===== config.mk =====
export PLATFORM = sky130hd
export DESIGN_NAME = seq_alu_flat
export DESIGN_NICKNAME = d
export VERILOG_FILES = /design/src/rtl/seq_alu_pkg.sv /design/src/rtl/seq_alu_if.sv /design/src/rtl/alu_mul_iter.sv /design/src/rtl/seq_alu.sv /design/src/flat_wrapper.sv
export SDC_FILE = /design/constraint.sdc
export NUM_CORES = 1
export LEC_CHECK = 0
export CAP_MARGIN = 10
export CORE_MARGIN = 5
export CORE_UTILIZATION = 35
export CTS_CLUSTER_DIAMETER = 30
export DETAILED_ROUTE_END_ITERATION = 8
export DONT_BUFFER_PORTS = 1
export PLACE_DENSITY = 0.51
export SYNTH_ARGS = -nofsm -noshare
export SYNTH_HDL_FRONTEND = slang
export SYNTH_HIERARCHICAL = 1
export SYNTH_SLANG_ARGS = --single-unit

===== constraint.sdc =====
create_clock -name clk -period 3.8 [get_ports clk]
set_input_delay 0.76 -clock clk [delete_from_list [all_inputs] [get_ports clk]]
set_output_delay 0.76 -clock clk [all_outputs]
set_load 0.05 [all_outputs]

===== src/rtl/seq_alu_pkg.sv =====
// Shared opcode and FSM state definitions for seq_alu.
// Build option: SEQ_ALU_MUL_EN adds the BUSY state used by the iterative multiplier.
package seq_alu_pkg;

  localparam int OP_W = 4;

  localparam logic [OP_W-1:0] OP_ADD = 4'd0;
  localparam logic [OP_W-1:0] OP_SUB = 4'd1;
  localparam logic [OP_W-1:0] OP_AND = 4'd2;
  localparam logic [OP_W-1:0] OP_OR  = 4'd3;
  localparam logic [OP_W-1:0] OP_XOR = 4'd4;
  localparam logic [OP_W-1:0] OP_SL  = 4'd5;
  localparam logic [OP_W-1:0] OP_SR  = 4'd6;
  localparam logic [OP_W-1:0] OP_SRA = 4'd7;
  localparam logic [OP_W-1:0] OP_MUL = 4'd8;

  typedef enum logic [1:0] {
    ST_IDLE = 2'd0,
`ifdef SEQ_ALU_MUL_EN
    ST_BUSY = 2'd1,
`endif
    ST_DONE = 2'd2
  } state_e;

endpackage


===== src/rtl/seq_alu_if.sv =====
// Request/response bundle between the issuing stage (master) and seq_alu (slave).
interface seq_alu_if
  import seq_alu_pkg::*;
#(
  parameter int WIDTH = 16
);

  logic             in_valid;
  logic             in_ready;
  logic [OP_W-1:0]  op;
  logic [WIDTH-1:0] a;
  logic [WIDTH-1:0] b;
  logic             out_valid;
  logic             out_ready;
  logic [WIDTH-1:0] result;
  logic             zero;
  logic             carry;
  logic             illegal;

  modport master (
    output in_valid, op, a, b, out_ready,
    input  in_ready, out_valid, result, zero, carry, illegal
  );

  modport slave (
    input  in_valid, op, a, b, out_ready,
    output in_ready, out_valid, result, zero, carry, illegal
  );

endinterface


===== src/rtl/alu_mul_iter.sv =====
// Iterative shift-add unsigned multiplier, one multiplier bit per clock, WIDTH clocks per product.
// Only compiled into the design when SEQ_ALU_MUL_EN is defined.
`ifdef SEQ_ALU_MUL_EN
module alu_mul_iter #(
  parameter int WIDTH = 16
) (
  input  logic               clk,
  input  logic               rst,
  input  logic               start,
  input  logic [WIDTH-1:0]   a,
  input  logic [WIDTH-1:0]   b,
  output logic               done,
  output logic [2*WIDTH-1:0] product
);

  localparam int CNT_W = $clog2(WIDTH + 1);
  localparam logic [CNT_W-1:0] LAST_ITER = CNT_W'(WIDTH - 1);

  logic               busy_q;
  logic [CNT_W-1:0]   cnt_q;
  logic [2*WIDTH-1:0] acc_q;
  logic [2*WIDTH-1:0] mcand_q;
  logic [WIDTH-1:0]   mplier_q;
  logic [2*WIDTH-1:0] acc_d;

  always_comb begin
    acc_d = mplier_q[0] ? (acc_q + mcand_q) : acc_q;
  end

  // done is combinational so the final partial sum is captured on the same edge as the last iteration.
  assign done    = busy_q && (cnt_q == LAST_ITER);
  assign product = acc_d;

  always_ff @(posedge clk or posedge rst) begin
    if (rst) begin
      busy_q   <= 1'b0;
      cnt_q    <= '0;
      acc_q    <= '0;
      mcand_q  <= '0;
      mplier_q <= '0;
    end else if (start) begin
      busy_q   <= 1'b1;
      cnt_q    <= '0;
      acc_q    <= '0;
      mcand_q  <= {{WIDTH{1'b0}}, a};
      mplier_q <= b;
    end else if (busy_q) begin
      acc_q    <= acc_d;
      mcand_q  <= mcand_q << 1;
      mplier_q <= mplier_q >> 1;
      cnt_q    <= cnt_q + 1'b1;
      if (done) busy_q <= 1'b0;
    end
  end

endmodule
`endif


===== src/rtl/seq_alu.sv =====
// Handshaked sequential ALU: single-cycle logic/arith/shift ops, optional iterative MUL.
// Build option: SEQ_ALU_MUL_EN enables MUL (opcode 8); otherwise opcode 8 reports illegal.
module seq_alu
  import seq_alu_pkg::*;
#(
  parameter int WIDTH = 16
) (
  input  logic     clk,
  input  logic     rst,
  seq_alu_if.slave bus
);

  localparam int SH_W = $clog2(WIDTH);

  state_e state_q, state_d;
  logic   accept;
  logic   sc_take;

  assign accept = bus.in_valid && (state_q == ST_IDLE);

`ifdef SEQ_ALU_MUL_EN
  logic               is_mul;
  logic               mul_done;
  logic [2*WIDTH-1:0] mul_product;

  assign is_mul  = (bus.op == OP_MUL);
  assign sc_take = accept && !is_mul;

  alu_mul_iter #(.WIDTH(WIDTH)) u_mul (
    .clk     (clk),
    .rst     (rst),
    .start   (accept && is_mul),
    .a       (bus.a),
    .b       (bus.b),
    .done    (mul_done),
    .product (mul_product)
  );
`else
  assign sc_take = accept;
`endif

  // Single-cycle datapath, evaluated on the live inputs and captured on acceptance.
  logic [WIDTH-1:0] sc_result;
  logic             sc_carry;
  logic             sc_illegal;
  logic [WIDTH:0]   sum_ext;
  logic [WIDTH:0]   diff_ext;
  logic             shift_oob;
  logic [SH_W-1:0]  sh_amt;

  // NOTE: combinational blocks use blocking '=' and assign every output a default first so no latch is inferred.
  always_comb begin
    sum_ext    = {1'b0, bus.a} + {1'b0, bus.b};
    diff_ext   = {1'b0, bus.a} - {1'b0, bus.b};
    shift_oob  = |bus.b[WIDTH-1:SH_W];
    sh_amt     = bus.b[SH_W-1:0];
    sc_result  = '0;
    sc_carry   = 1'b0;
    sc_illegal = 1'b0;
    case (bus.op)
      OP_ADD: {sc_carry, sc_result} = sum_ext;
      OP_SUB: {sc_carry, sc_result} = diff_ext;
      OP_AND: sc_result = bus.a & bus.b;
      OP_OR:  sc_result = bus.a | bus.b;
      OP_XOR: sc_result = bus.a ^ bus.b;
      OP_SL:  sc_result = shift_oob ? '0 : (bus.a << sh_amt);
      OP_SR:  sc_result = shift_oob ? '0 : (bus.a >> sh_amt);
      OP_SRA: sc_result = shift_oob ? {WIDTH{bus.a[WIDTH-1]}}
                                    : WIDTH'($signed(bus.a) >>> sh_amt);
`ifdef SEQ_ALU_MUL_EN
      OP_MUL: sc_result = '0;
`endif
      default: sc_illegal = 1'b1;
    endcase
  end

  // NOTE: sequential state uses non-blocking '<=' so every register samples pre-edge values.
  always_ff @(posedge clk or posedge rst) begin
    if (rst) state_q <= ST_IDLE;
    else     state_q <= state_d;
  end

  always_comb begin
    state_d = state_q;
    case (state_q)
      ST_IDLE: begin
        if (bus.in_valid) begin
`ifdef SEQ_ALU_MUL_EN
          state_d = is_mul ? ST_BUSY : ST_DONE;
`else
          state_d = ST_DONE;
`endif
        end
      end
`ifdef SEQ_ALU_MUL_EN
      ST_BUSY: if (mul_done) state_d = ST_DONE;
`endif
      ST_DONE: if (bus.out_ready) state_d = ST_IDLE;
      default: state_d = ST_IDLE;
    endcase
  end

  always_comb begin
    bus.in_ready  = (state_q == ST_IDLE);
    bus.out_valid = (state_q == ST_DONE);
  end

  logic [WIDTH-1:0] result_q;
  logic             zero_q;
  logic             carry_q;
  logic             illegal_q;

  // Result registers only load on acceptance or MUL completion, so they stay frozen through DONE.
  always_ff @(posedge clk or posedge rst) begin
    if (rst) begin
      result_q  <= '0;
      zero_q    <= 1'b0;
      carry_q   <= 1'b0;
      illegal_q <= 1'b0;
    end else if (sc_take) begin
      result_q  <= sc_result;
      zero_q    <= (sc_result == '0);
      carry_q   <= sc_carry;
      illegal_q <= sc_illegal;
    end
`ifdef SEQ_ALU_MUL_EN
    else if (mul_done) begin
      result_q  <= mul_product[WIDTH-1:0];
      zero_q    <= (mul_product[WIDTH-1:0] == '0);
      carry_q   <= |mul_product[2*WIDTH-1:WIDTH];
      illegal_q <= 1'b0;
    end
`endif
  end

  assign bus.result  = result_q;
  assign bus.zero    = zero_q;
  assign bus.carry   = carry_q;
  assign bus.illegal = illegal_q;

endmodule


===== src/flat_wrapper.sv =====
// flat-port wrapper written by rule: the top's interface ports become plain ports
module seq_alu_flat import seq_alu_pkg::*;
#(
  parameter int WIDTH = 16
)
  (clk, rst, bus_in_valid, bus_op, bus_a, bus_b, bus_out_ready, bus_in_ready, bus_out_valid, bus_result, bus_zero, bus_carry, bus_illegal);
  seq_alu_if #(.WIDTH(WIDTH)) bus_i ();
  input  logic clk;
  input  logic rst;
  input wire logic [$bits(bus_i.in_valid)-1:0] bus_in_valid;
  input wire logic [$bits(bus_i.op)-1:0] bus_op;
  input wire logic [$bits(bus_i.a)-1:0] bus_a;
  input wire logic [$bits(bus_i.b)-1:0] bus_b;
  input wire logic [$bits(bus_i.out_ready)-1:0] bus_out_ready;
  output wire logic [$bits(bus_i.in_ready)-1:0] bus_in_ready;
  output wire logic [$bits(bus_i.out_valid)-1:0] bus_out_valid;
  output wire logic [$bits(bus_i.result)-1:0] bus_result;
  output wire logic [$bits(bus_i.zero)-1:0] bus_zero;
  output wire logic [$bits(bus_i.carry)-1:0] bus_carry;
  output wire logic [$bits(bus_i.illegal)-1:0] bus_illegal;
  assign bus_i.in_valid = bus_in_valid;
  assign bus_i.op = bus_op;
  assign bus_i.a = bus_a;
  assign bus_i.b = bus_b;
  assign bus_i.out_ready = bus_out_ready;
  assign bus_in_ready = bus_i.in_ready;
  assign bus_out_valid = bus_i.out_valid;
  assign bus_result = bus_i.result;
  assign bus_zero = bus_i.zero;
  assign bus_carry = bus_i.carry;
  assign bus_illegal = bus_i.illegal;
  seq_alu #(.WIDTH(WIDTH)) u_core (.clk(clk), .rst(rst), .bus(bus_i));
endmodule

======== Word level (Yosys, flattened, before mapping) ========
Index checks and enable logic that the tools add are counted.
word-level totals
  register bits ........................... 21
  bits of input ports ..................... 40
  output and inout bits ................... 21
cells by class
  $add $sub $neg .......................... 2
  equality and inequality tests ........... 10
  shift-type cells ........................ 3
  mux-type cells .......................... 9
  bitwise operators ....................... 3
  reductions and logical operators ........ 7
operators with widths
  cell                                                                   number
  16-bit case mux with 8 select lines                                    1
  16-bit 2-to-1 mux                                                      3
  16-bit by 16-bit adder with 17-bit output                              1
  16-bit by 16-bit subtractor with 17-bit output                         1
  16-bit AND                                                             1
  4-bit by 3-bit equality test with 1-bit output, second input constant  4
  16-bit zero test                                                       1
  16-bit bitwise OR                                                      1
  16-bit by 4-bit left shift with 16-bit output                          1
  16-bit by 4-bit right shift with 16-bit output                         1
  16-bit by 4-bit >>> shifter with 16-bit output                         1
  16-bit XOR                                                             1
  12-bit OR reduction                                                    1
  4-bit by 2-bit equality test with 1-bit output, second input constant  2
  8-bit OR reduction                                                     1
  4-bit by 1-bit equality test with 1-bit output, second input constant  1
  4-bit zero test                                                        1
  2-bit 2-to-1 mux                                                       2
  2-bit != test, second input constant                                   2
  2-bit case mux with 2 select lines                                     1
  2-bit equality test, second input constant                             1
  2-bit zero test                                                        1
  1-bit case mux with 2 select lines                                     1
  2-bit AND reduction                                                    1
  2 further kinds                                                        2

======== Logic depth before layout (Yosys ltp) ========
Gate-level depths: netlist of the first run.
  word-level depth ........................ 4
  depth in mapped cells ................... 14
  mapped depth without buffers ............ 13

======== Worst setup path after synthesis of the first run ========
Ideal clock, no wire load.
  path type ............................... input -> register
  start point ............................. in bus_b[2]
  end point ............................... reg u_core.zero_q, in the netlist u_core/bus.zero
  setup time .............................. 0.103 ns
  data arrival time ....................... 3.846 ns
  required time ........................... 3.697 ns
  slack ................................... -0.150 ns
  stages .................................. 14
  buffers on the path ..................... 3
  path through ............................ clkbuf_1 buf_1 inv_2 buf_1 ha_1 nand2b_1 a211oi_1 o211ai_1 a21o_1 a41oi_1 nand3b_1 nor4_2 nand3_1 o41ai_2
between the ends
  cells in the longest elaborated chain, start to end .. 4
  elaborated cells between the ends (all ways) .. 13
ends and longest elaborated chain
  what                                                                                    RTL line            source
  from (decl)                                                                             flat_wrapper.sv:13  input wire logic [$bits(bus_i.b)-1:0] bus_b;
  branches (longest 2 deep; another with 16-bit by 16-bit subtractor with 17-bit output)  n/a
  16-bit case mux with 8 select lines (*)                                                 seq_alu.sv:60       case (bus.op)
  16-bit zero test (*)                                                                    seq_alu.sv:122      zero_q <= (sc_result == '0);
  to (signal assigned)                                                                    seq_alu.sv:122
  to (decl)                                                                               seq_alu.sv:109      logic zero_q;
Mark *: on every way between the ends.
A chain may end at the register's enable or synchronous reset.

======== Worst setup path after layout of the first run ========
  start point ............................. in bus_b[4]
  end point ............................... reg u_core.zero_q, in the netlist u_core/bus.zero
between the ends
  cells in the longest elaborated chain, start to end .. 4
  elaborated cells between the ends (all ways) .. 11
ends and longest elaborated chain
  what                                                                                    RTL line
  branches (longest 2 deep; another with 16-bit by 16-bit subtractor with 17-bit output)  n/a
  16-bit case mux with 8 select lines (*)                                                 seq_alu.sv:60
  16-bit zero test (*)                                                                    seq_alu.sv:122
Marks and branches as above.

==> results of run 1 <==
==> power by group through the flow <==
stage / Sequential, W / Clock [W] / Combinational [W]
finish: 0.000460 / 0.000210 / 0.000600
global route: 0.000467 / 0.000220 / 0.000651
CTS: 0.000463 / 0.000214 / 0.000587
detailed placement: 0.000468 / 0 / 0.000584
global placement: 0.000468 / 0 / 0.000586
floorplan: 0.000452 / 0 / 0.000463
==> cells in the mapped netlist (all sizes together), types with 3 or more instances <==
cell type / number
nand3b: 3
dfrtp: 20
inv: 50
o22ai: 10
nor2b: 12
buf: 21
nand2b: 11
or4: 6
o221ai: 4
mux2: 19
nand3: 11
xnor2: 4
o211ai: 18
a221oi: 11
o21bai: 3
a31o: 3
nor4b: 4
a21oi: 37
and3: 7
nor2: 42
mux2i: 25
a211oi: 19
a22oi: 6
nand2: 58
ha: 52
or3: 7
or2: 4
clkbuf: 31
a31oi: 11
mux4: 10
o31ai: 4
o2111ai: 6
nand4: 3
a2111oi: 5
nor4: 9
a221o: 5
nor3: 13
a21o: 11
o31a: 3
o21ai: 44
==> final cells by class <==
| cell class | instances | area (um2) | share of cell area [%] |
|---|---|---|---|
| multi-input combinational | 546 | 4130 | 77.5 |
| sequential | 20 | 500 | 9.39 |
| tap | 180 | 225 | 4.22 |
| timing repair buffer | 28 | 210 | 3.94 |
| inverter | 50 | 188 | 3.52 |
| clock buffer | 3 | 75.1 | 1.41 |
==> path summary, 6_finish.rpt <==
check                                           from                    end  slack [ns]  depth (start not counted)
worst max register to register     u_core/state_q[1]        u_core/bus.zero        1.63                          7
max in group asynchronous                        rst   u_core/bus.result[2]        2.78                          1
min in group clk                       bus_out_ready      u_core/state_q[1]        0.61                          1
worst min-delay path                             rst  u_core/bus.result[13]        0.54                          1
worst max-delay path                        bus_b[4]        u_core/bus.zero        0.39                         12
worst min register to register  u_core/bus.result[7]   u_core/bus.result[7]        0.78                          2
==> kinds of logic (layout without fill, tap and decap cells) <==
| family | after synthesis | after routing | synth area share, % |
|---|---|---|---|
| compound gates | 232 | 232 | 32.5 |
| simple gates | 200 | 200 | 20.7 |
| xor+xnor | 6 | 6 | 1.05 |
| fa+ha+maj | 54 | 54 | 13.7 |
| buf+inv | 102 | 81 | 8.27 |
| mux | 54 | 54 | 13.7 |
| flops | 20 | 20 | 9.96 |
==> sequential cells by signal (all words and copies together) (netlist names) <==
signal and flops:
u_core/bus.carry 1, u_core/bus.illegal 1, u_core/bus.result 16, u_core/bus.zero 1, u_core/state_q 1
==> through the flow <==
step                      total power (W)  util, %  setup slack, ns  cell area, um2  hold slack [ns]
after floorplan                  0.000915        -           0.0418            5030            0.724
after global placement            0.00105     37.6            0.192            5260            0.780
after detailed placement          0.00105     37.6            0.150            5260            0.780
after CTS                         0.00126     38.1            0.390            5330            0.559
after global routing              0.00134     38.1            0.173            5330            0.614
final                             0.00127     38.1            0.386            5330            0.538
==> critical path, cell delays in order <==
cell and delay, ns:
inv_1 0.04, ha_1 0.35, buf_4 0.18, inv_1 0.06, a221o_1 0.40, o21ai_0 0.47, o221ai_1 0.27, o21ai_0 0.26
xor2_1 0.10, a21oi_1 0.14, o21ai_0 0.20, o41ai_2 0.32
==> routing by layer <==
metal / vias up / routed length (um) / track usage, %
met2: 283 / 9130 / 36.9
met5: - / 0 / 0
li1: 2487 / - / -
met1: 2646 / 9000 / 33.3
met4: 0 / 616 / 7.15
met3: 33 / 1760 / 4.42
==> impl_metrics.py, run 1 <==
metrics = {
    "power_and_ir_drop": {
        "internal_power_w": 0.000646,
        "p_switching_w": 0.000624,
        "p_clk_share_pct": 16.5,
        "power.density_nw_per_um2": 238,
        "ir_worst_vdd_mv": 0.174,
        "p_comb_share_pct": 47.2,
        "leakage_nw": 2.25,
        "p_seq_share_pct": 36.2,
        "switching_share_pct": 49.1,
    },
    "floorplanning": {
        "die_w_um": 130,
        "io_pins": 61,
        "rows": 43,
        "dieArea_um2": 16900,
        "core-area_um2": 14000,
        "fp.dieH_um": 130,
        "start_util_pct": 35.9,
    },
    "sta": {
        "min_period_ns": 3.41,
        "post-route-period-util_pct": 89.8,
        "fin_tns_setup_ns": 0,
        "rsz0062_at_grt": "no",
        "maxSlewViolCount": 0,
        "fmax_mhz": 293,
        "final-setup-viol-count": 0,
        "final.setup_skew_ns": 0.00383,
        "relSlewSlack_pct": 44.7,
        "worstMarginPinSlew_ns": 0.809,
        "finalHoldViolations": 0,
    },
    "logic_synthesis": {
        "synth_largest_area_cell": "ha_1",
        "syn-num-nets": 762,
        "ys.flop_type": "dfrtp_1",
        "synth_edf_count": 0,
        "postSynthAreaPerCell_um2": 7.52,
        "synth_cell_types": 81,
        "synthTopCellsByArea": "ha_1, dfrtp_1, mux2i_1, mux4_2, nand2_1",
        "synth-seq-cells": 20,
        "yosysTopAreaCellShare_pct": 12.9,
        "yosys_warnings": 6,
        "async_reset_ff_share_pct": 100,
        "syn_inst": 668,
        "ys_seq_area_share_pct": 9.96,
        "synth_area_um2": 5020,
    },
    "setup_path": {
        "critPathMaxFanout": 7,
        "path_class": "in2reg",
        "critPathArrivalTime_ns": 3.56,
        "worstPathRequired_ns": 3.94,
        "endpoint_kind": "flip-flop",
        "cp-start-kind": "input pin",
    },
    "routing": {
        "antenna_left": 0,
        "drt-total-wl_mm": 20.5,
        "via_per_inst": 6.59,
        "drt_pass1_iterations": 8,
        "drt_iter0_drc": 562,
        "num_vias": 5449,
        "wl_per_cell_um": 24.8,
        "drc": 0,
    },
    "finish": {
        "nets": 743,
        "n_antenna_cell": 0,
        "final_cell_mix": "nand2_1, ha_1, inv_1",
        "instances_no_fill": 827,
        "n_fill_cell": 1453,
        "final_common_cell": "nand2_1",
        "syn_to_final_growth_pct": 6.10,
        "drive_gt1_share_pct": 13.0,
    },
    "global_route": {
        "first_global_vias": 5220,
        "grt_start_max_net_pins": 47,
        "antenna_found_initial": 0,
        "grt-ovfl-total": 0,
        "grtUsageTotal_pct": 23.7,
        "grt_first_pass_wirelength_mm": 31.2,
    },
    "clock_tree": {
        "clkTransAtPathRegs_ns": 0.05,
        "worst_skew_pair.late_latency_ns": 0.25,
        "post-cts-setup-buffer-count": 0,
        "cts_htree_levels": 1,
        "cts-root-buf": "clkbuf_16",
        "cts.sinks": 20,
        "cts_resized": 0,
        "cts_buffers": 3,
        "ctsHoldBuffers": 0,
        "clockBufferDepth": 2,
        "cts_tree": "done",
    },
    "place": {
        "gp_congestion": 0.957,
        "dp_cells": 824,
        "place_hpwl_mm": 16.2,
        "port-buffer-count": 0,
    },
    "run": {
        "drv_cap": 0,
    },
    "worst_hold_path": {
        "min_path_type": "in2async",
    },
    "outcome": {
        "status": "finished clean",
    },
}
Note: power is estimated with default switching activity, not from simulation.
==> run 2, diff against run 1 <==
- PLACE_DENSITY: 0.51 -> unset
==> impl_metrics.py, run 2 (synthesis results as in run 1) <==
metrics = {
    "setup_path": {
        "endpoint_kind": "flip-flop",
        "startpoint": "bus_b[15]",
        "r2r-start": "u_core/state_q[1]",
        "crit_path_max_incr_delay_ns": 0.60,
        "worstPathRequired_ns": 3.95,
        "cpMostUsedCell": "o211ai_1",
        "crit_path_cell_trace": "or4_1, buf_4, or4_4, o211ai_1, o211ai_1, a41oi_1, nand3b_1, nor4_2, nand3_1, o41ai_2",
        "critPathMaxFanout": 12,
        "slowest_stage": "or4_1",
        "cp-start-kind": "input pin",
        "critPathArrivalTime_ns": 3.70,
        "path_class": "in2reg",
    },
    "finish": {
        "nets": 735,
        "syn_to_final_growth_pct": 5.18,
        "drive_gt1_share_pct": 12.0,
        "n_fill_cell": 1484,
        "final_util_pct": 37.8,
        "final_common_cell": "nand2_1",
        "largest_reg_flops": 16,
        "n_antenna_cell": 0,
        "final_cell_mix": "nand2_1, ha_1, inv_1",
    },
    "floorplanning": {
        "die_w_um": 130,
        "rows": 43,
        "io_pins": 61,
        "fp.dieH_um": 130,
        "start_util_pct": 35.9,
        "dieArea_um2": 16900,
        "core-area_um2": 14000,
    },
    "clock_tree": {
        "ctsHoldBuffers": 0,
        "clkTransAtPathRegs_ns": 0.06,
        "cts_htree_levels": 1,
        "cts_buffers": 3,
        "worst_skew_pair.late_latency_ns": 0.25,
        "cts-root-buf": "clkbuf_16",
        "cts_tree": "done",
        "cts.sinks": 20,
        "post-cts-setup-buffer-count": 0,
        "clockBufferDepth": 2,
        "cts_resized": 0,
    },
    "outcome": {
        "status": "finished clean",
    },
    "place": {
        "place_ws_ns": 0.0614,
        "place_hpwl_mm": 15.8,
        "gp_congestion": 0.976,
        "port-buffer-count": 0,
    },
    "routing": {
        "drt_iter0_drc": 814,
        "antenna_left": 0,
        "drc": 0,
        "wl_per_cell_um": 24.6,
        "drt_pass1_iterations": 5,
        "num_vias": 5505,
        "drt-total-wl_mm": 20.2,
        "via_per_inst": 6.71,
    },
    "sta": {
        "fmax_mhz": 282,
        "worstMarginPinSlew_ns": 0.714,
        "setup_slack_ns": 0.249,
        "maxSlewViolCount": 0,
        "final.setup_skew_ns": 0.00433,
        "relSlewSlack_pct": 51.2,
        "holdWs_ns": 0.524,
        "post-route-period-util_pct": 93.5,
        "rsz0062_at_grt": "no",
        "fin_tns_setup_ns": 0,
        "min_period_ns": 3.55,
        "final-setup-viol-count": 0,
        "finalHoldViolations": 0,
    },
    "worst_hold_path": {
        "min_path_type": "in2async",
    },
    "global_route": {
        "grtUsageTotal_pct": 23.2,
        "grt-ovfl-total": 0,
        "first_global_vias": 5134,
        "grt_start_max_net_pins": 47,
        "antenna_found_initial": 0,
        "grt_first_pass_wirelength_mm": 30.7,
    },
    "power_and_ir_drop": {
        "power.total_w": 0.00129,
        "leakage_nw": 2.22,
        "ir_worst_vdd_mv": 0.162,
        "power.density_nw_per_um2": 244,
    },
    "run": {
        "drv_cap": 0,
    },
}
run 2: worst max-delay path, delay by kind of cell:
| family | cells | cell delay, ns |
|---|---|---|
| and+or+nand+nor | 5 | 1.83 |
| AOI/OAI and AO/OA | 4 | 0.90 |
| buffers and inverters | 1 | 0.20 |
run 2: per-layer routing:
metal  wire [um]  vias to the layer above  part of all wire (%)  GRT usage (%)
met4         816                        0                   4.0           6.85
met2        9320                      335                    46           37.7
li1            -                     2476                     -              -
met5           0                        -                     0              0
met1        8350                     2640                    41           32.0
met3        1700                       54                   8.4           3.36
run 2: metrics by stage:
stage,area (um2),cells
final,5290,820
after global routing,5290,820
after CTS,5290,820
after detailed placement,5200,816
after global placement,5200,816
after floorplan,5030,668
run 2: power breakdown:
part / switching [W] / total, W / internal (W)
combinational: 0.000344 / 0.000591 / 0.000247
sequential: 0.000204 / 0.000461 / 0.000257
clock: 0.0000761 / 0.000236 / 0.000160
total: 0.000625 / 0.00129 / 0.000664
run 2: area by class of cell:
class / instances / area [um2] / share of cell area [%]
multi-input combinational: 546 / 4130 / 78.2
sequential: 20 / 500 / 9.47
tap: 180 / 225 / 4.26
inverter: 50 / 188 / 3.55
timing repair buffer: 20 / 150 / 2.84
clock buffer: 4 / 88.8 / 1.68
run 2: path summary, 6_finish.rpt:
path,to,slack [ns],depth (start not counted)
max reg2reg,u_core/bus.zero,1.51,7
max in group asynchronous,u_core/bus.result[7],2.81,1
min reg2reg,u_core/bus.result[7],0.78,2
max,u_core/bus.zero,0.25,10
min,u_core/state_q[1],0.52,1
min in group clk,u_core/state_q[1],0.61,1
